<file path="config.mk">
export PLATFORM = sky130hd
export DESIGN_NAME = control_sequencer
export DESIGN_NICKNAME = d
export VERILOG_FILES = /design/src/rtl/ctrl_seq_pkg.sv /design/src/rtl/ctrl_seq_wait.sv /design/src/rtl/control_sequencer.sv
export SDC_FILE = /design/constraint.sdc
export NUM_CORES = 1
export LEC_CHECK = 0
export CAP_MARGIN = 15
export CORE_MARGIN = 5
export CORE_UTILIZATION = 50
export CTS_CLUSTER_DIAMETER = 80
export DETAILED_ROUTE_END_ITERATION = 7
export PLACE_DENSITY = 0.87
export SYNTH_ARGS = -nofsm -noshare
export SYNTH_HDL_FRONTEND = slang
export SYNTH_SLANG_ARGS = --single-unit
</file>
<file path="constraint.sdc">
create_clock -name clk -period 4.3 [get_ports clk]
set_input_delay 0.86 -clock clk [delete_from_list [all_inputs] [get_ports clk]]
set_output_delay 0.86 -clock clk [all_outputs]
set_load 0.03 [all_outputs]
</file>
<file path="src/rtl/ctrl_seq_pkg.sv">
// ctrl_seq_pkg -- shared definitions for control_sequencer.
//   Opcode map, FSM state encoding, opcode-class decode and the packed
//   control-word layout driven by the sequencer each T-step.
//   MUL_DIV_EN: when defined, mul/div decode to their own class; otherwise
//   they fall into the illegal class.
//
// Opcode map (IR[31:27]):
//   00000 ld    00001 ldi   00010 st
//   00011..01010 three-register ALU ops (add .. rol)
//   01011 addi  01100 andi  01101 ori
//   01110 mul   01111 div
//   10010 br    10111 mfhi  11000 mflo
//   11010 nop   11011 halt
//   every other code is undefined.
package ctrl_seq_pkg;

  typedef logic [4:0] opc_t;

  localparam opc_t OP_LD   = 5'b00000;
  localparam opc_t OP_LDI  = 5'b00001;
  localparam opc_t OP_ST   = 5'b00010;
  localparam opc_t OP_ADD  = 5'b00011;
  localparam opc_t OP_ROL  = 5'b01010;
  localparam opc_t OP_ADDI = 5'b01011;
  localparam opc_t OP_ANDI = 5'b01100;
  localparam opc_t OP_ORI  = 5'b01101;
  localparam opc_t OP_MUL  = 5'b01110;
  localparam opc_t OP_DIV  = 5'b01111;
  localparam opc_t OP_BR   = 5'b10010;
  localparam opc_t OP_MFHI = 5'b10111;
  localparam opc_t OP_MFLO = 5'b11000;
  localparam opc_t OP_NOP  = 5'b11010;
  localparam opc_t OP_HALT = 5'b11011;

  // Address arithmetic (ld/ldi/st/br) reuses the add encoding on the ALU.
  localparam opc_t ALU_ADD = OP_ADD;

  typedef enum logic [3:0] {
    ST_IDLE,
    ST_T0, ST_T1, ST_T2, ST_T3, ST_T4, ST_T5, ST_T6, ST_T7,
    ST_HALTED
  } state_t;

  typedef enum logic [3:0] {
    CL_ALU3, CL_ALUI, CL_LD, CL_LDI, CL_ST, CL_MULDIV,
    CL_MFHI, CL_MFLO, CL_BR, CL_NOP, CL_HALT, CL_ILLEGAL
  } op_class_t;

  typedef struct packed {
    logic pc_out;
    logic pc_en;
    logic pc_inc;
    logic mar_en;
    logic mdr_en;
    logic mdr_out;
    logic read;
    logic write;
    logic ir_en;
    logic gra;
    logic grb;
    logic grc;
    logic r_in;
    logic r_out;
    logic ba_out;
    logic c_out;
    logic y_en;
    logic z_lo_en;
    logic z_hi_en;
    logic z_lo_out;
    logic z_hi_out;
    logic hi_en;
    logic lo_en;
    logic hi_out;
    logic lo_out;
    logic con_in;
  } ctrl_t;

  function automatic op_class_t op_class(input opc_t op);
    op_class_t c;
    c = CL_ILLEGAL;
    if (op inside {[OP_ADD:OP_ROL]}) begin
      c = CL_ALU3;
    end else begin
      case (op)
        OP_LD:   c = CL_LD;
        OP_LDI:  c = CL_LDI;
        OP_ST:   c = CL_ST;
        OP_ADDI: c = CL_ALUI;
        OP_ANDI: c = CL_ALUI;
        OP_ORI:  c = CL_ALUI;
`ifdef MUL_DIV_EN
        OP_MUL:  c = CL_MULDIV;
        OP_DIV:  c = CL_MULDIV;
`endif
        OP_BR:   c = CL_BR;
        OP_MFHI: c = CL_MFHI;
        OP_MFLO: c = CL_MFLO;
        OP_NOP:  c = CL_NOP;
        OP_HALT: c = CL_HALT;
        default: c = CL_ILLEGAL;
      endcase
    end
    return c;
  endfunction

endpackage

</file>
<file path="src/rtl/ctrl_seq_wait.sv">
// ctrl_seq_wait -- memory handshake wait counter.
//   Counts consecutive not-ready cycles while a memory step is active and
//   flags the cycle on which the WAIT_MAX-th not-ready cycle occurs.
// Ports:
//   clk        clock
//   clr        synchronous active-low reset
//   active     sequencer is in a read/write step
//   mem_ready  memory handshake
//   timeout    this cycle is the WAIT_MAX-th consecutive not-ready cycle
module ctrl_seq_wait #(
  parameter int unsigned WAIT_MAX = 15
) (
  input  logic clk,
  input  logic clr,
  input  logic active,
  input  logic mem_ready,
  output logic timeout
);

  localparam logic [7:0] WAIT_LIM = 8'(WAIT_MAX);

  logic [7:0] cnt_q, cnt_d;

  always_comb begin
    cnt_d = cnt_q;
    if (!active || mem_ready) begin
      cnt_d = '0;
    end else if (cnt_q != WAIT_LIM) begin
      cnt_d = cnt_q + 8'd1;
    end
  end

  // cnt_q holds the not-ready cycles already seen, so the current cycle is
  // number cnt_q+1.
  assign timeout = active && !mem_ready && (cnt_q == WAIT_LIM - 8'd1);

  always_ff @(posedge clk) begin
    if (!clr) begin
      cnt_q <= '0;
    end else begin
      cnt_q <= cnt_d;
    end
  end

endmodule

</file>
<file path="src/rtl/control_sequencer.sv">
// control_sequencer -- hard-wired T-step control unit.
//   IDLE -> T0..T7 per instruction class -> T0/IDLE; HALT parks in HALTED.
//   Control outputs are decoded from the state register and the latched
//   opcode; the only input feeding an output is con_ff into pc_en at BR T6.
//   MUL_DIV_EN: when defined, mul/div get their T3..T6 sequence; otherwise
//   they are illegal and z_hi_en/hi_en/lo_en stay 0.
// Ports:
//   clk, clr              clock, synchronous active-low reset
//   run                   permit fetch at an instruction boundary
//   opcode                IR[31:27], sampled at the end of T2
//   con_ff                branch condition
//   mem_ready             memory handshake for fetch T1, LD T6, ST T7
//   pc_out..con_in        datapath control strobes
//   alu_op                ALU operation select
//   step                  current T index (0 in IDLE/HALTED)
//   busy, halted          status
//   illegal               one-cycle pulse at T3 of an undefined opcode
//   mem_err               sticky memory timeout flag
module control_sequencer
  import ctrl_seq_pkg::*;
#(
  parameter int unsigned OPC_W    = 5,
  parameter int unsigned ALU_W    = 5,
  parameter int unsigned WAIT_MAX = 15
) (
  input  logic             clk,
  input  logic             clr,
  input  logic             run,
  input  logic [OPC_W-1:0] opcode,
  input  logic             con_ff,
  input  logic             mem_ready,
  output logic             pc_out,
  output logic             pc_en,
  output logic             pc_inc,
  output logic             mar_en,
  output logic             mdr_en,
  output logic             mdr_out,
  output logic             read,
  output logic             write,
  output logic             ir_en,
  output logic             gra,
  output logic             grb,
  output logic             grc,
  output logic             r_in,
  output logic             r_out,
  output logic             ba_out,
  output logic             c_out,
  output logic             y_en,
  output logic             z_lo_en,
  output logic             z_hi_en,
  output logic             z_lo_out,
  output logic             z_hi_out,
  output logic             hi_en,
  output logic             lo_en,
  output logic             hi_out,
  output logic             lo_out,
  output logic             con_in,
  output logic [ALU_W-1:0] alu_op,
  output logic [3:0]       step,
  output logic             busy,
  output logic             halted,
  output logic             illegal,
  output logic             mem_err
);

  state_t    state_q, state_d;
  opc_t      ir_op_q, ir_op_d;
  logic      mem_err_q, mem_err_d;
  op_class_t cls, fetch_cls;
  logic      mem_step, timeout, instr_end;
  ctrl_t     ctl;
  opc_t      alu_sel;
  logic      illegal_v;

  assign cls       = op_class(ir_op_q);
  assign fetch_cls = op_class(opc_t'(opcode));

  assign mem_step = (state_q == ST_T1) ||
                    ((state_q == ST_T6) && (cls == CL_LD)) ||
                    ((state_q == ST_T7) && (cls == CL_ST));

  ctrl_seq_wait #(.WAIT_MAX(WAIT_MAX)) u_wait (
    .clk       (clk),
    .clr       (clr),
    .active    (mem_step),
    .mem_ready (mem_ready),
    .timeout   (timeout)
  );

  // Next state. T2 branches on the live opcode because it is the cycle that
  // latches it; later steps branch on the latched copy.
  always_comb begin
    state_d   = state_q;
    ir_op_d   = ir_op_q;
    mem_err_d = mem_err_q;
    instr_end = 1'b0;
    case (state_q)
      ST_IDLE: if (run) state_d = ST_T0;
      ST_T0:   state_d = ST_T1;
      ST_T1:   if (mem_ready) state_d = ST_T2;
      ST_T2: begin
        ir_op_d = opc_t'(opcode);
        case (fetch_cls)
          CL_NOP:  instr_end = 1'b1;
          CL_HALT: state_d = ST_HALTED;
          default: state_d = ST_T3;
        endcase
      end
      ST_T3: begin
        if (cls inside {CL_MFHI, CL_MFLO, CL_ILLEGAL}) instr_end = 1'b1;
        else state_d = ST_T4;
      end
      ST_T4: state_d = ST_T5;
      ST_T5: begin
        if (cls inside {CL_ALU3, CL_ALUI, CL_LDI}) instr_end = 1'b1;
        else state_d = ST_T6;
      end
      ST_T6: begin
        if (cls == CL_LD) begin
          if (mem_ready) state_d = ST_T7;
        end else if (cls == CL_ST) begin
          state_d = ST_T7;
        end else begin
          instr_end = 1'b1;
        end
      end
      ST_T7: begin
        if (cls != CL_ST || mem_ready) instr_end = 1'b1;
      end
      ST_HALTED: state_d = ST_HALTED;
      default:   state_d = ST_IDLE;
    endcase
    if (instr_end) state_d = run ? ST_T0 : ST_IDLE;
    if (timeout) begin
      state_d   = ST_IDLE;
      mem_err_d = 1'b1;
    end
  end

  always_ff @(posedge clk) begin
    if (!clr) begin
      state_q   <= ST_IDLE;
      ir_op_q   <= '0;
      mem_err_q <= 1'b0;
    end else begin
      state_q   <= state_d;
      ir_op_q   <= ir_op_d;
      mem_err_q <= mem_err_d;
    end
  end

  // Control decode; everything is forced to 0 while clr is low.
  always_comb begin
    ctl       = '0;
    alu_sel   = '0;
    illegal_v = 1'b0;
    if (clr) begin
      case (state_q)
        ST_T0: begin
          ctl.pc_out = 1'b1; ctl.mar_en = 1'b1; ctl.pc_inc = 1'b1; ctl.pc_en = 1'b1;
        end
        ST_T1: begin
          ctl.read = 1'b1; ctl.mdr_en = 1'b1;
        end
        ST_T2: begin
          ctl.mdr_out = 1'b1; ctl.ir_en = 1'b1;
        end
        ST_T3: begin
          case (cls)
            CL_ALU3, CL_ALUI: begin
              ctl.grb = 1'b1; ctl.r_out = 1'b1; ctl.y_en = 1'b1;
            end
            CL_LD, CL_LDI, CL_ST: begin
              ctl.grb = 1'b1; ctl.ba_out = 1'b1; ctl.y_en = 1'b1;
            end
`ifdef MUL_DIV_EN
            CL_MULDIV: begin
              ctl.gra = 1'b1; ctl.r_out = 1'b1; ctl.y_en = 1'b1;
            end
`endif
            CL_MFHI: begin
              ctl.hi_out = 1'b1; ctl.gra = 1'b1; ctl.r_in = 1'b1;
            end
            CL_MFLO: begin
              ctl.lo_out = 1'b1; ctl.gra = 1'b1; ctl.r_in = 1'b1;
            end
            CL_BR: begin
              ctl.gra = 1'b1; ctl.r_out = 1'b1; ctl.con_in = 1'b1;
            end
            CL_ILLEGAL: illegal_v = 1'b1;
            default: ;
          endcase
        end
        ST_T4: begin
          case (cls)
            CL_ALU3: begin
              ctl.grc = 1'b1; ctl.r_out = 1'b1; ctl.z_lo_en = 1'b1; alu_sel = ir_op_q;
            end
            CL_ALUI: begin
              ctl.c_out = 1'b1; ctl.z_lo_en = 1'b1; alu_sel = ir_op_q;
            end
            CL_LD, CL_LDI, CL_ST: begin
              ctl.c_out = 1'b1; ctl.z_lo_en = 1'b1; alu_sel = ALU_ADD;
            end
`ifdef MUL_DIV_EN
            CL_MULDIV: begin
              ctl.grb = 1'b1; ctl.r_out = 1'b1; alu_sel = ir_op_q;
              ctl.z_lo_en = 1'b1; ctl.z_hi_en = 1'b1;
            end
`endif
            CL_BR: begin
              ctl.pc_out = 1'b1; ctl.y_en = 1'b1;
            end
            default: ;
          endcase
        end
        ST_T5: begin
          case (cls)
            CL_ALU3, CL_ALUI, CL_LDI: begin
              ctl.z_lo_out = 1'b1; ctl.gra = 1'b1; ctl.r_in = 1'b1;
            end
            CL_LD, CL_ST: begin
              ctl.z_lo_out = 1'b1; ctl.mar_en = 1'b1;
            end
`ifdef MUL_DIV_EN
            CL_MULDIV: begin
              ctl.z_lo_out = 1'b1; ctl.lo_en = 1'b1;
            end
`endif
            CL_BR: begin
              ctl.c_out = 1'b1; ctl.z_lo_en = 1'b1; alu_sel = ALU_ADD;
            end
            default: ;
          endcase
        end
        ST_T6: begin
          case (cls)
            CL_LD: begin
              ctl.read = 1'b1; ctl.mdr_en = 1'b1;
            end
            CL_ST: begin
              ctl.gra = 1'b1; ctl.r_out = 1'b1; ctl.mdr_en = 1'b1;
            end
`ifdef MUL_DIV_EN
            CL_MULDIV: begin
              ctl.z_hi_out = 1'b1; ctl.hi_en = 1'b1;
            end
`endif
            CL_BR: begin
              ctl.z_lo_out = 1'b1; ctl.pc_en = con_ff;
            end
            default: ;
          endcase
        end
        ST_T7: begin
          case (cls)
            CL_LD: begin
              ctl.mdr_out = 1'b1; ctl.gra = 1'b1; ctl.r_in = 1'b1;
            end
            CL_ST: ctl.write = 1'b1;
            default: ;
          endcase
        end
        default: ;
      endcase
    end
  end

  assign pc_out   = ctl.pc_out;
  assign pc_en    = ctl.pc_en;
  assign pc_inc   = ctl.pc_inc;
  assign mar_en   = ctl.mar_en;
  assign mdr_en   = ctl.mdr_en;
  assign mdr_out  = ctl.mdr_out;
  assign read     = ctl.read;
  assign write    = ctl.write;
  assign ir_en    = ctl.ir_en;
  assign gra      = ctl.gra;
  assign grb      = ctl.grb;
  assign grc      = ctl.grc;
  assign r_in     = ctl.r_in;
  assign r_out    = ctl.r_out;
  assign ba_out   = ctl.ba_out;
  assign c_out    = ctl.c_out;
  assign y_en     = ctl.y_en;
  assign z_lo_en  = ctl.z_lo_en;
  assign z_hi_en  = ctl.z_hi_en;
  assign z_lo_out = ctl.z_lo_out;
  assign z_hi_out = ctl.z_hi_out;
  assign hi_en    = ctl.hi_en;
  assign lo_en    = ctl.lo_en;
  assign hi_out   = ctl.hi_out;
  assign lo_out   = ctl.lo_out;
  assign con_in   = ctl.con_in;

  assign alu_op  = ALU_W'(alu_sel);
  assign illegal = illegal_v;
  assign busy    = clr && (state_q inside {[ST_T0:ST_T7]});
  assign step    = busy ? 4'(state_q - ST_T0) : 4'd0;
  assign halted  = clr && (state_q == ST_HALTED);
  assign mem_err = clr && mem_err_q;

endmodule

</file>
==> results of run 1 <==
==> final cells by class <==
cell class	count	area, um^2	area share
multi-input cells	226	1420	0.577
well taps	50	62.6	0.0254
inverters	10	37.5	0.0152
clock buffers	4	55.1	0.0223
flip-flops and latches	22	440	0.178
repair buffers	46	448	0.182
==> power by group through the flow <==
| stage | Clock (mW) | Combinational [mW] | Sequential, mW |
|---|---|---|---|
| 2_1_floorplan | 0 | 0.557 | 0.255 |
| 3_3_place_gp | 0 | 0.708 | 0.288 |
| 3_5_place_dp | 0 | 0.722 | 0.290 |
| 4_1_cts | 0.148 | 0.725 | 0.285 |
| 5_1_grt | 0.157 | 0.786 | 0.291 |
| 6_report | 0.144 | 0.728 | 0.286 |
==> layout by cell type, fill, tap and decap left out, types with 2 or more instances in the layout <==
cell                              count
sky130_fd_sc_hd__a211oi_1             3
sky130_fd_sc_hd__a21boi_0             3
sky130_fd_sc_hd__a21oi_1             18
sky130_fd_sc_hd__a21oi_2              2
sky130_fd_sc_hd__a31oi_1              3
sky130_fd_sc_hd__and2_1               5
sky130_fd_sc_hd__and3_1               2
sky130_fd_sc_hd__and4b_1              2
sky130_fd_sc_hd__buf_4                5
sky130_fd_sc_hd__clkbuf_8             4
sky130_fd_sc_hd__clkdlybuf4s50_1     41
sky130_fd_sc_hd__conb_1               4
sky130_fd_sc_hd__dfxtp_1             22
sky130_fd_sc_hd__ha_1                 7
sky130_fd_sc_hd__inv_1               10
sky130_fd_sc_hd__mux2i_1              6
sky130_fd_sc_hd__nand2_1             20
sky130_fd_sc_hd__nand2b_1             8
sky130_fd_sc_hd__nand3_1             13
sky130_fd_sc_hd__nand4_1              4
sky130_fd_sc_hd__nor2_1              37
sky130_fd_sc_hd__nor2b_1             11
sky130_fd_sc_hd__nor2b_2              2
sky130_fd_sc_hd__nor3_1               6
sky130_fd_sc_hd__nor4b_1              2
sky130_fd_sc_hd__o21a_1               3
sky130_fd_sc_hd__o21ai_0             13
sky130_fd_sc_hd__o22a_1               3
sky130_fd_sc_hd__o22ai_1              4
sky130_fd_sc_hd__o31a_1               3
sky130_fd_sc_hd__o31ai_1              2
sky130_fd_sc_hd__or2_2                3
sky130_fd_sc_hd__or3_1                2
sky130_fd_sc_hd__or3b_2               2
sky130_fd_sc_hd__xnor2_1              6
sky130_fd_sc_hd__xor2_1               3
==> through the flow <==
stage / power (mW) / instance area (um^2) / hold slack [ns]
after CTS: 1.16 / 2470 / 0.482
final: 1.16 / 2470 / 0.477
after global placement: 0.996 / 2410 / 0.442
after global routing: 1.23 / 2470 / 0.503
after detailed placement: 1.01 / 2410 / 0.451
after floorplan: 0.812 / 2020 / 0.432
==> kinds of logic (layout without fill, tap and decap cells) <==
kind of cell,Yosys count,in the layout,synth area share
AOI/OAI and AO/OA,69,69,0.228
xor gates and xnor gates,9,9,0.0392
adders and majority gates,7,7,0.0435
buffers and inverters,33,60,0.0790
DFF,22,22,0.219
muxes,8,8,0.0429
other,1,4,0.00186
and+or+nand+nor,129,129,0.346
==> path summary, 6_finish.rpt <==
kind / slack, ns / start / end
max: 0.51 / state_q[2]$_SDFFE_PP0P_ / z_lo_en
max reg2reg: 1.45 / state_q[0]$_SDFFE_PP0P_ / flop
min: 0.48 / mem_err_q$_SDFFE_PN0P_ / mem_err_q$_SDFFE_PN0P_
min reg2reg: 0.48 / mem_err_q$_SDFFE_PN0P_ / mem_err_q$_SDFFE_PN0P_
==> cell usage after synthesis (all sizes together) (3+ instances only) <==
master  number  share of area
nand3       13          0.032
nand2b       8          0.025
and2         5          0.016
or3          3          0.010
nand2       20          0.037
xor2         3          0.013
nand4        4          0.012
xnor2        6          0.026
a31oi        3         0.0093
nor4b        3          0.016
o21a         3          0.011
clkbuf      10          0.019
ha           7          0.044
or3b         3          0.014
o21ai       14          0.035
o22ai        4          0.012
nor3         6          0.015
or2          3         0.0093
nor2b       13          0.043
a211oi       3          0.011
o22a         3          0.013
inv         10          0.019
o31a         3          0.013
a21oi       20          0.053
mux2i        6          0.030
a21boi       3          0.011
buf         13          0.042
nor2        37          0.069
dfxtp       22           0.22
==> routing by layer <==
layer  global-route usage  vias up  wire length, um
met3               0.0219        8              426
li1                     -     1035                -
met1                0.257      937             2220
met5                    0        -                0
met2                0.302       89             2400
met4               0.0765        0               67
==> reports/metrics.json, run 1 <==
{
  "internal_power": {"value": 0.607, "unit": "mW"},
  "total_power_per_unit_cell_area": {"value": 470, "unit": "mW/mm^2"},
  "power.leakage": {"value": 0.915, "unit": "nW"},
  "syn2layout_area_growth": {"value": 22.6, "unit": "%"},
  "number_of_enable_type_register_cells_in_the_synthesized_netlist": {"value": 0},
  "worst_ep_required_time": {"value": 3.44, "unit": "ns"},
  "cts.clk_slew.worst_paths": {"value": 0.08, "unit": "ns"},
  "initial_utilization": {"value": 0.510},
  "syn_area_per_cell": {"value": 7.24, "unit": "um^2"},
  "cts_max_level": {"value": 1},
  "drc": {"value": 0},
  "synth_cell_types": {"value": 61},
  "die_width": {"value": 73.4, "unit": "um"},
  "fp.dieArea": {"value": 0.00539, "unit": "mm^2"},
  "fillCellCount": {"value": 378},
  "drt_first_pass_iters": {"value": 4},
  "seq_area_frac_synth": {"value": 0.219},
  "proportion_of_power_drawn_by_the_clock_network": {"value": 0.124},
  "end_kind": {"value": "output pin"},
  "placeableCoreArea": {"value": 0.00394, "unit": "mm^2"},
  "vias_in_the_first_global_route": {"value": 1887},
  "layout_worst_path_cycle_share": {"value": 0.882},
  "combPwrFrac": {"value": 0.628},
  "critical-path-max-stage-delay": {"value": 0.73, "unit": "ns"},
  "clk_latency": {"value": 0.26, "unit": "ns"},
  "numPlacedInstances": {"value": 354},
  "die-height": {"value": 73.4, "unit": "um"},
  "postSynth.asyncResetShare": {"value": 0},
  "rsz0062_at_grt": {"value": "false"},
  "switching_power_summed_over_all_nets": {"value": 0.551, "unit": "mW"},
  "routed_via_density": {"value": 5.78},
  "grt_start_max_net_pins": {"value": 24},
  "synthFlopType": {"value": "sky130_fd_sc_hd__dfxtp_1"},
  "gp_congestion": {"value": 0.920},
  "clock_tree.buffer_depth": {"value": 2},
  "clock.fmax": {"value": 0.264, "unit": "GHz"},
  "cts_resized": {"value": 0},
  "ir_drop": {"value": 220, "unit": "uV"},
  "max_cap_viol_count": {"value": 0},
  "cts-buffers-inserted": {"value": 3},
  "power_frac_seq": {"value": 0.247},
  "cell_count_after_synthesis": {"value": 278},
  "cp_num_cells": {"value": 5},
  "fin_setup_tns": {"value": 0, "unit": "ns"},
  "critical-path-slowest-cell": {"value": "sky130_fd_sc_hd__clkdlybuf4s50_1"},
  "number_of_hold_repair_buffers_added_at_the_cts_stage": {"value": 0},
  "antenna_left": {"value": 0},
  "slew_headroom": {"value": 0.488},
  "grt_antenna_before_repair": {"value": 0},
  "fin_ws": {"value": 0.507, "unit": "ns"},
  "drive_above_1_share": {"value": 0.0877},
  "yosys_warnings": {"value": 0},
  "run_status": {"value": "finished, final reports clean"},
  "hold_path_depth": {"value": 1},
  "crit_fanout": {"value": 14},
  "groute.usage.overall": {"value": 0.189},
  "period_needed": {"value": 3.79, "unit": "ns"},
  "clock_tree_from_tritoncts": {"value": "done"},
  "grt_overflow_total": {"value": 0},
  "dp_hpwl": {"value": 3880, "unit": "um"},
  "avgRoutedWirePerCell": {"value": 14.3, "unit": "um"},
  "detail_route.wirelength": {"value": 5110, "unit": "um"},
  "num_rows": {"value": 23},
  "cts_setup_buffers": {"value": 0},
  "detailedPlace.worstSlack": {"value": 0.561, "unit": "ns"},
  "swShare": {"value": 0.476},
  "fin_worst_skew": {"value": 0.00426, "unit": "ns"},
  "clock_tree.root_cell": {"value": "sky130_fd_sc_hd__clkbuf_8"},
  "worst_hold_path_type": {"value": "flop to flop"},
  "global_route_wire_length_before_repair": {"value": 8320, "unit": "um"},
  "worst_path_dominant_cell_family": {"value": "simple AND/OR/NAND/NOR gates"},
  "timing.setup.critical_path_class": {"value": "flop to output pin"},
  "num_io_pins": {"value": 49},
  "antenna_cells": {"value": 0},
  "worstPathCellList": {"value": "nor2b_2 > nand3_1 > o22a_1 > o22ai_1 > clkdlybuf4s50_1"},
  "timing.final.max_slew_violations": {"value": 0},
  "final_number_of_hold_violating_endpoints": {"value": 0},
  "worst-r2r-cell-count": {"value": 6},
  "synth.ff_latch_count": {"value": 22},
  "fin_cells": {"value": 358},
  "post-route-util": {"value": 0.626},
  "routed-via-count": {"value": 2069},
  "setup_violations": {"value": 0},
  "mappedNetlistArea": {"value": 0.00201, "unit": "mm^2"},
  "cp.arrival": {"value": 2.93, "unit": "ns"},
  "port_buffers": {"value": 44},
  "worstPathBufferInverterCount": {"value": 1},
  "layout.nets": {"value": 326},
  "tightestPinTransition": {"value": 0.764, "unit": "ns"},
  "setup.worst_path.start_class": {"value": "flop"},
  "detailedRoute.firstIterationViolations": {"value": 286},
  "clock_sinks": {"value": 22}
}
Power figures use the tool's default switching activity.
==> run 2, diff against run 1 <==
Settings changed: CORE_ASPECT_RATIO set to 0.5.
==> run 2 against run 1 <==
Compared with the run above:
- final cell count is 1.1% higher
- routed wire length is 3.7% higher
- global-route usage is 1.4 points higher
- total power is 4.8% higher
- sequential power hardly changed
- combinational power is 0.7% higher
- die area is 1.4% higher
- utilization is 1.4 points higher
- register-to-register slack worse by 0.06 ns
- count of clock-buffer cells in the layout is 1 lower
- worst hold slack worse by 0.016 ns
- worst setup slack worse by 0.18 ns
- critical path type is now input pin to output pin
- largest cell class unchanged
- largest power group unchanged
==> reports/metrics.json, run 2 (synthesis results as in run 1) <==
{
  "routed_via_density": {"value": 5.72, "change": "-1.1%"},
  "worstPathBufferInverterCount": {"value": 2, "change": "+1"},
  "routed-via-count": {"value": 2069, "change": "unchanged"},
  "clock_tree.buffer_depth": {"value": 2, "change": "unchanged"},
  "numPlacedInstances": {"value": 358, "change": "+1.1%"},
  "worst_ep_required_time": {"value": 3.44, "unit": "ns", "change": "about the same"},
  "crit_top_cell": {"value": "sky130_fd_sc_hd__clkdlybuf4s50_1"},
  "cts-buffers-inserted": {"value": 3, "change": "unchanged"},
  "switching_power_summed_over_all_nets": {"value": 0.564, "unit": "mW", "change": "+2.4%"},
  "syn2layout_area_growth": {"value": 23.4, "unit": "%"},
  "hold_slack_final": {"value": 0.461, "unit": "ns", "change": "-0.0158 ns"},
  "initial_utilization": {"value": 0.518, "change": "+0.00773"},
  "clock.fmax": {"value": 0.252, "unit": "GHz", "change": "-4.5%"},
  "global_route_wire_length_before_repair": {"value": 8700, "unit": "um", "change": "+4.6%"},
  "power.leakage": {"value": 0.926, "unit": "nW", "change": "+1.2%"},
  "timing.final.max_slew_violations": {"value": 0, "change": "unchanged"},
  "worst_hold_path_type": {"value": "flop to flop"},
  "groute.usage.overall": {"value": 0.203, "change": "+0.0139"},
  "dp_hpwl": {"value": 4110, "unit": "um", "change": "+6.1%"},
  "die-height": {"value": 54.9, "unit": "um", "change": "-25%"},
  "period_needed": {"value": 3.97, "unit": "ns", "change": "+0.178 ns"},
  "num_rows": {"value": 16, "change": "-30%"},
  "num_io_pins": {"value": 49, "change": "unchanged"},
  "layout_commonest_cell": {"value": "sky130_fd_sc_hd__clkdlybuf4s50_1"},
  "placeableCoreArea": {"value": 0.00388, "unit": "mm^2", "change": "-1.5%"},
  "drt_first_pass_iters": {"value": 4, "change": "unchanged"},
  "clock_tree_from_tritoncts": {"value": "done"},
  "clock_tree.root_cell": {"value": "sky130_fd_sc_hd__clkbuf_8"},
  "antenna_left": {"value": 0, "change": "unchanged"},
  "clock_sinks": {"value": 22, "change": "unchanged"},
  "port_buffers": {"value": 44, "change": "unchanged"},
  "cts_resized": {"value": 0, "change": "unchanged"},
  "detail_route.wirelength": {"value": 5300, "unit": "um", "change": "+3.7%"},
  "worst_path_dominant_cell_family": {"value": "buffers and inverters"},
  "tightestPinTransition": {"value": 0.794, "unit": "ns", "change": "+0.0294 ns"},
  "critical-path-max-stage-delay": {"value": 0.70, "unit": "ns", "change": "-0.03 ns"},
  "worst-r2r-cell-count": {"value": 7, "change": "+1"},
  "total_power_per_unit_cell_area": {"value": 489, "unit": "mW/mm^2", "change": "+4.1%"},
  "area_of_the_multi_input_gates": {"value": 0.00142, "unit": "mm^2", "change": "unchanged"},
  "gp_congestion": {"value": 0.925, "change": "+0.61%"},
  "cp_num_cells": {"value": 7, "change": "+2"},
  "grt_overflow_total": {"value": 0, "change": "unchanged"},
  "timing.setup.critical_path_class": {"value": "input pin to output pin"},
  "fin_worst_skew": {"value": 0.00742, "unit": "ns", "change": "+0.00316 ns"},
  "cts_setup_buffers": {"value": 0, "change": "unchanged"},
  "max_cap_viol_count": {"value": 0, "change": "unchanged"},
  "total_power": {"value": 1.21, "unit": "mW", "change": "+4.8%"},
  "avgRoutedWirePerCell": {"value": 14.7, "unit": "um", "change": "+2.6%"},
  "die_width": {"value": 99.7, "unit": "um", "change": "+36%"},
  "proportion_of_power_drawn_by_the_clock_network": {"value": 0.161, "change": "+0.037"},
  "end_kind": {"value": "output pin"},
  "critical-path-slowest-cell": {"value": "sky130_fd_sc_hd__clkdlybuf4s50_1"},
  "slew_headroom": {"value": 0.469, "change": "-0.0197"},
  "final_number_of_hold_violating_endpoints": {"value": 0, "change": "unchanged"},
  "setup.worst_path.start_class": {"value": "input pin"},
  "fillCellCount": {"value": 344, "change": "-9.0%"},
  "fin_setup_tns": {"value": 0, "unit": "ns", "change": "unchanged"},
  "clk_latency": {"value": 0.27, "unit": "ns", "change": "about the same"},
  "grt_antenna_before_repair": {"value": 0, "change": "unchanged"},
  "crit_fanout": {"value": 13, "change": "-1"},
  "most-common-layout-cells": {"value": "sky130_fd_sc_hd__clkdlybuf4s50_1, sky130_fd_sc_hd__nor2_1, sky130_fd_sc_hd__dfxtp_1"},
  "detailedPlace.worstSlack": {"value": 0.342, "unit": "ns", "change": "-0.220 ns"},
  "detailedRoute.firstIterationViolations": {"value": 131, "change": "-54%"},
  "run_status": {"value": "finished, final reports clean"},
  "fin_cells": {"value": 362, "change": "+1.1%"},
  "drive_above_1_share": {"value": 0.0942, "change": "+0.00649"},
  "number_of_hold_repair_buffers_added_at_the_cts_stage": {"value": 0, "change": "unchanged"},
  "swShare": {"value": 0.465, "change": "-0.0109"},
  "layout_worst_path_cycle_share": {"value": 0.924, "change": "+0.0414"},
  "grt_start_max_net_pins": {"value": 18, "change": "-25%"},
  "seqCellArea": {"value": 440, "unit": "um^2", "change": "unchanged"},
  "vias_in_the_first_global_route": {"value": 1842, "change": "-2.4%"},
  "combPwrFrac": {"value": 0.604, "change": "-0.024"},
  "power_frac_seq": {"value": 0.236, "change": "-0.011"},
  "cts_max_level": {"value": 1, "change": "unchanged"},
  "fin_ws": {"value": 0.328, "unit": "ns", "change": "-0.178 ns"},
  "setup_violations": {"value": 0, "change": "unchanged"},
  "cts.clk_slew.worst_paths": {"value": 0.07, "unit": "ns", "change": "about the same"},
  "layout.nets": {"value": 326, "change": "unchanged"},
  "internal_power": {"value": 0.650, "unit": "mW", "change": "+7.0%"},
  "rsz0062_at_grt": {"value": "false"},
  "fp.dieArea": {"value": 0.00547, "unit": "mm^2", "change": "+1.4%"},
  "worstPathCellList": {"value": "clkdlybuf4s50_1 > nand3_1 > nor3_1 > a21oi_1 > o32a_1 > nor2_1 > clkdlybuf4s50_1"},
  "cp.arrival": {"value": 3.11, "unit": "ns", "change": "+0.18 ns"},
  "ir_drop": {"value": 255, "unit": "uV", "change": "+16%"},
  "hold_path_depth": {"value": 1, "change": "unchanged"},
  "drc": {"value": 0, "change": "unchanged"},
  "antenna_cells": {"value": 0, "change": "unchanged"}
}
-- run 2: cell types whose count changed in the layout (fill, tap and decap cells not counted), sizes merged --
cell / previous run / this run
clkdlybuf4s50: 41 / 39
buf: 5 / 7
bufinv: 0 / 1
clkbuf: 4 / 3
-- run 2: power groups by stage --
stage	clock, mW	combinational, mW	sequential, mW
floorplan	0	0.557	0.255
global placement	0	0.713	0.287
detailed placement	0	0.722	0.290
CTS	0.200	0.726	0.285
global route	0.213	0.795	0.295
finish	0.195	0.733	0.286
-- run 2: final cells by class --
type	count	share of cell area
Clock buffer	3	0.0166
Tap cell	54	0.0272
Timing Repair Buffer	46	0.178
Inverter	10	0.0151
Multi-Input combinational cell	226	0.573
Clock inverter	1	0.0121
Sequential cell	22	0.177
-- run 2: stage by stage --
stage / area (um^2) / util
3_5_place_dp: 2410 / 0.621
4_1_cts: 2480 / 0.639
2_1_floorplan: 2020 / -
6_report: 2480 / 0.639
3_3_place_gp: 2410 / 0.621
5_1_grt: 2480 / 0.639
-- run 2: final timing paths --
path,end,slack [ns],start
worst max register to register,flop,1.39,state_q[1]$_SDFFE_PP0P_
worst min-delay path,mem_err_q$_SDFFE_PN0P_,0.46,mem_err_q$_SDFFE_PN0P_
worst max-delay path,c_out,0.33,clr
worst min register to register,mem_err_q$_SDFFE_PN0P_,0.46,mem_err_q$_SDFFE_PN0P_
-- run 2: layer usage --
layer | wire [um] | part of all wire | up-vias | track usage
met1 | 2330 | 0.44 | 945 | 0.262
met4 | 68 | 0.013 | 0 | 0.0816
li1 | - | - | 1033 | -
met5 | 0 | 0 | - | 0
met2 | 2440 | 0.46 | 85 | 0.338
met3 | 461 | 0.087 | 6 | 0.0407
==> run 3, diff against run 2 <==
Settings changed: GPL_ROUTABILITY_DRIVEN set to 0.
==> run 3 against run 2 <==
Compared with the run above:
- global-route usage down 0.58 points
- sequential cell count is the same
- clock power is 24% lower
- combinational power about the same
- count of clock-buffer cells in the layout is 1 higher
- critical path type unchanged
- critical endpoint unchanged
- largest cell class unchanged
- highest routed layer unchanged
==> reports/metrics.json, run 3 (synthesis results as in run 1) <==
{
  "groute.usage.overall": {"value": 0.197, "change": "-0.00577"},
  "grt_start_max_net_pins": {"value": 18, "change": "unchanged"},
  "worstPathCellList": {"value": "clkdlybuf4s50_1 > nand3_1 > nor3_1 > a21oi_1 > o32a_1 > nor2_1 > clkdlybuf4s50_1"},
  "numPlacedInstances": {"value": 358, "change": "unchanged"},
  "dp_hpwl": {"value": 4110, "unit": "um", "change": "about the same"},
  "run_status": {"value": "finished, final reports clean"},
  "num_io_pins": {"value": 49, "change": "unchanged"},
  "routed-via-count": {"value": 2116, "change": "+2.3%"},
  "port_buffers": {"value": 44, "change": "unchanged"},
  "hold_slack_final": {"value": 0.476, "unit": "ns", "change": "+0.0151 ns"},
  "timing.setup.critical_path_class": {"value": "input pin to output pin"},
  "rsz0062_at_grt": {"value": "false"},
  "routed_via_density": {"value": 5.85, "change": "+2.3%"},
  "clk_latency": {"value": 0.26, "unit": "ns", "change": "about the same"},
  "clock_tree.buffer_depth": {"value": 2, "change": "unchanged"},
  "total_power": {"value": 1.17, "unit": "mW", "change": "-3.5%"},
  "worst_ep_required_time": {"value": 3.44, "unit": "ns", "change": "about the same"},
  "critical-path-slowest-cell": {"value": "sky130_fd_sc_hd__clkdlybuf4s50_1"},
  "worst_hold_path_type": {"value": "flop to flop"},
  "fp.dieArea": {"value": 0.00547, "unit": "mm^2", "change": "unchanged"},
  "power.leakage": {"value": 0.919, "unit": "nW", "change": "-0.75%"},
  "worst-r2r-setup-slack": {"value": 1.43, "unit": "ns", "change": "+0.04 ns"},
  "cts-buffers-inserted": {"value": 3, "change": "unchanged"},
  "num_rows": {"value": 16, "change": "unchanged"},
  "antenna_left": {"value": 0, "change": "unchanged"},
  "fin_cells": {"value": 362, "change": "unchanged"},
  "grt_antenna_before_repair": {"value": 0, "change": "unchanged"},
  "period_needed": {"value": 3.95, "unit": "ns", "change": "-0.0174 ns"},
  "cts_setup_buffers": {"value": 0, "change": "unchanged"},
  "global_route_wire_length_before_repair": {"value": 8740, "unit": "um", "change": "+0.48%"},
  "ir_drop": {"value": 238, "unit": "uV", "change": "-6.8%"},
  "drt_first_pass_iters": {"value": 5, "change": "+1"},
  "total_power_per_unit_cell_area": {"value": 475, "unit": "mW/mm^2", "change": "-2.8%"},
  "number_of_hold_repair_buffers_added_at_the_cts_stage": {"value": 0, "change": "unchanged"},
  "worstPathBufferInverterCount": {"value": 2, "change": "unchanged"},
  "clock_tree_from_tritoncts": {"value": "done"},
  "worstReg2RegStart": {"value": "state_q[0]$_SDFFE_PP0P_"},
  "crit_top_cell": {"value": "sky130_fd_sc_hd__clkdlybuf4s50_1"},
  "crit_fanout": {"value": 13, "change": "unchanged"},
  "whs_endpoint": {"value": "mem_err_q$_SDFFE_PN0P_"},
  "die-height": {"value": 54.9, "unit": "um", "change": "unchanged"},
  "detailedRoute.firstIterationViolations": {"value": 110, "change": "-16%"},
  "grt_overflow_total": {"value": 0, "change": "unchanged"},
  "layout.nets": {"value": 326, "change": "unchanged"},
  "detailedPlace.worstSlack": {"value": 0.393, "unit": "ns", "change": "+0.0508 ns"},
  "fin_ws": {"value": 0.346, "unit": "ns", "change": "+0.0174 ns"},
  "clock.fmax": {"value": 0.253, "unit": "GHz", "change": "+0.44%"},
  "vias_in_the_first_global_route": {"value": 1985, "change": "+7.8%"},
  "layout_commonest_cell": {"value": "sky130_fd_sc_hd__clkdlybuf4s50_1"},
  "post-route-cell-area": {"value": 0.00247, "unit": "mm^2", "change": "-0.65%"},
  "post-route-util": {"value": 0.635, "change": "-0.00419"},
  "initial_utilization": {"value": 0.518, "change": "unchanged"},
  "cts_max_level": {"value": 1, "change": "unchanged"},
  "max_cap_viol_count": {"value": 0, "change": "unchanged"},
  "placeableCoreArea": {"value": 0.00388, "unit": "mm^2", "change": "unchanged"},
  "setup_violations": {"value": 0, "change": "unchanged"},
  "hold_path_depth": {"value": 1, "change": "unchanged"},
  "syn2layout_area_growth": {"value": 22.6, "unit": "%"},
  "cp.arrival": {"value": 3.09, "unit": "ns", "change": "-0.02 ns"},
  "cts_resized": {"value": 0, "change": "unchanged"},
  "final_number_of_hold_violating_endpoints": {"value": 0, "change": "unchanged"},
  "clock_tree.root_cell": {"value": "sky130_fd_sc_hd__clkbuf_8"},
  "die_width": {"value": 99.7, "unit": "um", "change": "unchanged"},
  "most-common-layout-cells": {"value": "sky130_fd_sc_hd__clkdlybuf4s50_1, sky130_fd_sc_hd__nor2_1, sky130_fd_sc_hd__dfxtp_1"},
  "worst-r2r-cell-count": {"value": 6, "change": "-1"},
  "end_kind": {"value": "output pin"},
  "fin_setup_tns": {"value": 0, "unit": "ns", "change": "unchanged"},
  "slew_headroom": {"value": 0.484, "change": "+0.0151"},
  "drc": {"value": 0, "change": "unchanged"},
  "avgRoutedWirePerCell": {"value": 14.8, "unit": "um", "change": "+0.72%"},
  "cts.clk_slew.worst_paths": {"value": 0.08, "unit": "ns", "change": "about the same"},
  "worst_hold_startpoint": {"value": "mem_err_q$_SDFFE_PN0P_"},
  "layout_worst_path_cycle_share": {"value": 0.920, "change": "-0.00405"},
  "placement.cell_area": {"value": 0.00241, "unit": "mm^2", "change": "unchanged"},
  "fillCellCount": {"value": 338, "change": "-1.7%"},
  "tightestPinTransition": {"value": 0.771, "unit": "ns", "change": "-0.0225 ns"},
  "clock_sinks": {"value": 22, "change": "unchanged"},
  "worst_path_dominant_cell_family": {"value": "buffers and inverters"},
  "fin_worst_skew": {"value": 0.00502, "unit": "ns", "change": "-0.00240 ns"},
  "setup.worst_path.start_class": {"value": "input pin"},
  "antenna_cells": {"value": 0, "change": "unchanged"},
  "detail_route.wirelength": {"value": 5340, "unit": "um", "change": "+0.72%"},
  "timing.final.max_slew_violations": {"value": 0, "change": "unchanged"},
  "critical-path-max-stage-delay": {"value": 0.68, "unit": "ns", "change": "-0.02 ns"},
  "drive_above_1_share": {"value": 0.0942, "change": "unchanged"}
}
-- run 3: how the worst max path moves through the flow --
stage,startpoint,end,slack (ns),cells past startpoint
2_1_floorplan,state_q[2]$_SDFFE_PP0P_,alu_op[0],1.09,7
3_3_place_gp,clr,c_out,0.41,7
3_5_place_dp,clr,c_out,0.39,7
4_1_cts,clr,c_out,0.39,7
5_1_grt,clr,c_out,0.13,7
6_report,clr,c_out,0.35,7
-- run 3: final cells by class --
type	count	area, um^2	share of cell area
multi-input combinational	226	1420	0.577
timing repair buffer	46	443	0.180
sequential	22	440	0.178
tap	54	67.6	0.0274
clock buffer	4	55.1	0.0223
inverter	10	37.5	0.0152
-- run 3: layer usage --
layer | GRT usage | wire (um)
met1 | 0.243 | 2410
met2 | 0.369 | 2540
met4 | 0.0522 | 47
met5 | 0 | 0
met3 | 0.0280 | 346
-- run 3: power by group --
group / switching (mW) / total (mW) / internal [mW]
Sequential: 0.0571 / 0.287 / 0.230
Combinational: 0.442 / 0.736 / 0.294
Clock: 0.0673 / 0.149 / 0.0816
